**src/rtl/rtc_tick_gen.sv**
```systemverilog
// Prescaler tick generator for the RTC: divides clk_i down to a one-cycle tick.
// A new prescaler value takes effect only on a period boundary while counting.
module rtc_tick_gen #(
    parameter int PSCR_WIDTH = 20,
    parameter int PSCR_MIN   = 2
) (
    input  logic                  clk_i,
    input  logic                  rst_i,
    input  logic                  en_i,
    input  logic [PSCR_WIDTH-1:0] pscr_i,
    input  logic                  pscr_valid_i,
    output logic                  pscr_ready_o,
    output logic                  done_o,
    output logic                  tick_o,
    output logic [PSCR_WIDTH-1:0] div_o,
    output logic [PSCR_WIDTH-1:0] pscr_o
);

    localparam logic [PSCR_WIDTH-1:0] MIN_V = PSCR_WIDTH'(PSCR_MIN);
    localparam logic [PSCR_WIDTH-1:0] ONE   = PSCR_WIDTH'(1);

    typedef enum logic [1:0] {
        IDLE = 2'd0,
        RUN  = 2'd1,
        PEND = 2'd2
    } state_t;

    state_t                state_q, state_d;
    logic [PSCR_WIDTH-1:0] pscr_q, pscr_d;
    logic [PSCR_WIDTH-1:0] pend_q, pend_d;
    logic [PSCR_WIDTH-1:0] div_q, div_d;

    logic                  accept;
    logic                  div_zero;
    logic [PSCR_WIDTH-1:0] new_v;

    assign accept   = pscr_valid_i && (state_q != PEND);
    assign div_zero = (div_q == '0);
    assign new_v    = (pscr_i < MIN_V) ? MIN_V : pscr_i;

    always_ff @(posedge clk_i) begin
        if (rst_i) begin
            state_q <= IDLE;
            pscr_q  <= MIN_V;
            pend_q  <= '0;
            div_q   <= MIN_V - ONE;
        end else begin
            state_q <= state_d;
            pscr_q  <= pscr_d;
            pend_q  <= pend_d;
            div_q   <= div_d;
        end
    end

    always_comb begin
        state_d = state_q;
        pscr_d  = pscr_q;
        pend_d  = pend_q;
        div_d   = div_q;
        unique case (state_q)
            IDLE: begin
                // Count is parked at pscr-1 so enabling starts a full period.
                if (accept) begin
                    pscr_d = new_v;
                    div_d  = new_v - ONE;
                end else begin
                    div_d = pscr_q - ONE;
                end
                if (en_i) state_d = RUN;
            end
            RUN: begin
                if (!en_i) begin
                    state_d = IDLE;
                    pscr_d  = accept ? new_v : pscr_q;
                    div_d   = (accept ? new_v : pscr_q) - ONE;
                end else if (div_zero) begin
                    pscr_d = accept ? new_v : pscr_q;
                    div_d  = (accept ? new_v : pscr_q) - ONE;
                end else begin
                    div_d = div_q - ONE;
                    if (accept) begin
                        pend_d  = new_v;
                        state_d = PEND;
                    end
                end
            end
            PEND: begin
                if (!en_i || div_zero) begin
                    pscr_d  = pend_q;
                    div_d   = pend_q - ONE;
                    pend_d  = '0;
                    state_d = en_i ? RUN : IDLE;
                end else begin
                    div_d = div_q - ONE;
                end
            end
            default: begin
                state_d = IDLE;
                div_d   = pscr_q - ONE;
            end
        endcase
    end

    assign tick_o       = (state_q != IDLE) && div_zero;
    assign pscr_ready_o = (state_q != PEND);
    assign done_o       = (state_q != PEND);
    assign div_o        = div_q;
    assign pscr_o       = pscr_q;

endmodule
```
**config.mk**
```make
export PLATFORM = sky130hd
export DESIGN_NAME = rtc_tick_gen
export DESIGN_NICKNAME = d
export VERILOG_FILES = /design/src/rtl/rtc_tick_gen.sv
export SDC_FILE = /design/constraint.sdc
export NUM_CORES = 1
export LEC_CHECK = 0
export ABC_AREA = 0
export BUFFER_PORTS_ARGS = -buffer_cell sky130_fd_sc_hd__buf_2
export CORE_MARGIN = 8
export CORE_UTILIZATION = 60
export CTS_BUF_LIST = sky130_fd_sc_hd__clkbuf_16
export CTS_CLUSTER_SIZE = 12
export DETAILED_ROUTE_END_ITERATION = 10
export GPL_TIMING_DRIVEN = 0
export PLACE_DENSITY = 0.87
export SYNTH_ARGS = -nofsm -noshare
export SYNTH_HDL_FRONTEND = slang
export SYNTH_SLANG_ARGS = --single-unit
```
**constraint.sdc**
```tcl
create_clock -name clk_i -period 4.2 [get_ports clk_i]
set_input_delay 0.21 -clock clk_i [delete_from_list [all_inputs] [get_ports clk_i]]
set_output_delay 0.21 -clock clk_i [all_outputs]
set_load 0.005 [all_outputs]
```
==> metrics.csv <==
metric,value,unit
grt_usage,0.3435,
synth.yosys.seq_area_share,0.2285,
clk_pin_slew,0.06,ns
routedWlPerCell,23.81,um
cts_max_level,3,
n_antenna_cell,0,
place_area,0.005837,mm2
synth.largest_area_cell,dfxtp_1,
peakVddDrop,0.2434,mV
dp_cells,914,
yosysUniqueCellTypes,74,
fin_crit_sh,0.9325,
status,"complete, no violations",
power_density,338.5,mW/mm2
grt_antenna_before_repair,0,
area_growth,12.97,%
wl,22.14,mm
grt-ovfl-total,0,
cts_setup_buffers,0,
dp_hpwl,16.80,mm
dieWidth,111.1,um
r2r_cells,12,
power_leakage,2.314,nW
grt_pass1_wl,34.29,mm
synthArstFlopShare,0,
period_minus_slack,3.916,ns
instances_no_fill,930,
finalClockSkew,0.01392,ns
dieArea,0.01235,mm2
ios,67,
drc,0,
setup_ws,0.2836,ns
cts_sinks,62,
fin_nets,845,
drt_iter0_drc,1069,
rows,34,
m1WireLength,8.269,mm
grt_pass1_vias,6238,
via_per_inst,7.231,
required,4.40,ns
crit_path_start,pscr_i[16],
drive_gt1_frac,0.1314,
critPathArrivalTime,4.12,ns
setup_violations,0,
r2r_end,pscr_o[1]$_SDFFE_PP1P_,
worst_hold_path_type,in -> reg,
worstReg2RegStart,div_o[0]$_SDFF_PP1_,
synth_area,0.005431,mm2
relSlewSlack,0.3335,
met2_length,9.319,mm
clock-root-buffer,clkbuf_16,
wl_met3,3.401,mm
drv_cap,0,
top_layer_used,met4,
synth.area.top_cells,"dfxtp_1 23%, xnor2_1 6.5%, nor2_1 6.2%",
place_ws,0.1319,ns
hold_viol_final,0,
fillerInstances,779,
whs,0.1917,ns
post_synth.cell_area_avg,7.223,um2
worstSetupStartpointType,primary input,
die_h,111.1,um
firstDrtPassIters,6,
synth-edff-count,0,
rsz0062_at_grt,no,
cts_buffers,9,
synth-main-ff-cell,dfxtp_1,
drv_slew,0,
portBuffers,54,
num_vias,6725,
crit_type,in -> reg,
yosysMostFrequentCell,nor2_1,
clk_path_buf_depth,2,
fin_area,0.006136,mm2
synthesis.nets,780,
tightestPinTransition,0.9906,ns
ys.warnings.count,0,
synth_top_area_share,0.2285,
synth-seq-cells,62,
placeableCoreArea,0.008763,mm2
cts_hold_buf,0,
clk_latency,0.34,ns
gp_congestion,1.126,
start_util,0.6198,
rrSetupSlack,0.46,ns
endpoint,div_o[12]$_SDFF_PP0_,
grt_max_degree,13,
cp-end-kind,register,
ctsResizeCount,0,
synth_common_cells,"90 x nor2_1, 62 x dfxtp_1, 52 x clkbuf_1, 49 x nand2_1",
ant_nets,0,
cts_tree,built,
path_max_fanout,8,
fin_setup_tns,0,ns
syn-instance-count,752,
max_freq,0.2553,GHz
[per-layer routing]
layer  up-vias  GRT usage
met2       620     0.5036
met5         -          0
li1       2937          -
met1      3044     0.4373
met4         0     0.1867
met3       124     0.1077
[state kept, by name (all words and copies together) (netlist names)]
name,cells
div_o,20
pend_q,20
pscr_o,20
state_q,2
[stage by stage]
stage / util / power [mW]
2_1_floorplan: - / 1.076
3_3_place_gp: 0.6660 / 1.266
3_5_place_dp: 0.6660 / 1.279
4_1_cts: 0.7002 / 2.031
5_1_grt: 0.7002 / 2.132
6_report: 0.7002 / 2.077
[worst min path at each step]
stage                           start                 endpoint  slack [ns]  cells past startpoint
6_report                   pscr_i[19]  pend_q[19]$_SDFFE_PP0P_        0.19                      3
5_1_grt                    pscr_i[19]  pend_q[19]$_SDFFE_PP0P_        0.25                      3
4_1_cts                    pscr_i[19]  pend_q[19]$_SDFFE_PP0P_        0.19                      3
3_5_place_dp   pend_q[1]$_SDFFE_PP0P_   pend_q[1]$_SDFFE_PP0P_        0.50                      2
3_3_place_gp   pend_q[1]$_SDFFE_PP0P_   pend_q[1]$_SDFFE_PP0P_        0.48                      2
2_1_floorplan              pscr_i[19]  pend_q[19]$_SDFFE_PP0P_        0.37                      2
[cells by family (layout without fill, tap and decap cells)]
logic type	after synthesis	count (layout)	share of synthesized area
muxes	10	10	0.01843
DFF	62	62	0.2285
adders and majority gates	5	5	0.01129
buffers and inverters	83	153	0.06220
AOI/OAI and AO/OA	220	220	0.2840
and+or+nand+nor	303	303	0.2843
xor gates and xnor gates	69	69	0.1113
[cells in the final DEF, fill, tap and decap left out, types with 4 or more instances in the layout]
master / count
a211oi_1: 17
a21oi_1: 41
a221oi_1: 8
a22oi_1: 19
a311oi_1: 6
a31oi_1: 9
and3_1: 5
buf_1: 5
buf_2: 66
clkbuf_1: 52
clkbuf_16: 9
dfxtp_1: 62
ha_1: 4
inv_1: 11
mux2i_1: 10
nand2_1: 49
nand2b_1: 6
nand3_1: 26
nand4_1: 5
nor2_1: 90
nor3_1: 34
nor4_1: 24
o211ai_1: 14
o21a_1: 4
o21ai_0: 41
o221a_2: 8
o221ai_1: 4
o22a_1: 5
o22ai_1: 6
o31ai_1: 6
or2_2: 6
or3_1: 23
or4_1: 12
xnor2_1: 40
xor2_1: 29
[power by group]
part | total [mW] | switching (mW) | internal (mW) | leakage, nW
logic | 0.616 | 0.394 | 0.222 | 1.66
registers | 0.689 | 0.0588 | 0.630 | 0.510
clock network | 0.773 | 0.311 | 0.462 | 0.140
[worst max-delay path, stage by stage]
cell      delay [ns]
buf_2           0.15
or2_2           0.35
nor4_2          0.53
and2_1          0.22
clkbuf_1        0.26
nand2_1         0.20
nand2_1         0.12
ha_1            0.21
or4b_2          0.69
nor4_1          0.29
xnor2_1         0.14
nand2_1         0.10
a21oi_1         0.08
o21a_1          0.22
o32ai_1         0.36
[cell type report]
type                    instances  area (um2)  share of cell area
plain buffers                  71       292.8             0.04772
clock buffers                   9       225.2             0.03670
clock inverters                 7       73.82             0.01203
inverters                      12       45.04            0.007341
multi-input cells             607        3852              0.6279
flip-flops and latches         62        1241              0.2023
well taps                     108       135.1             0.02202
repair buffers                 54       270.3             0.04405
Note: power is estimated with default switching activity, not from simulation.
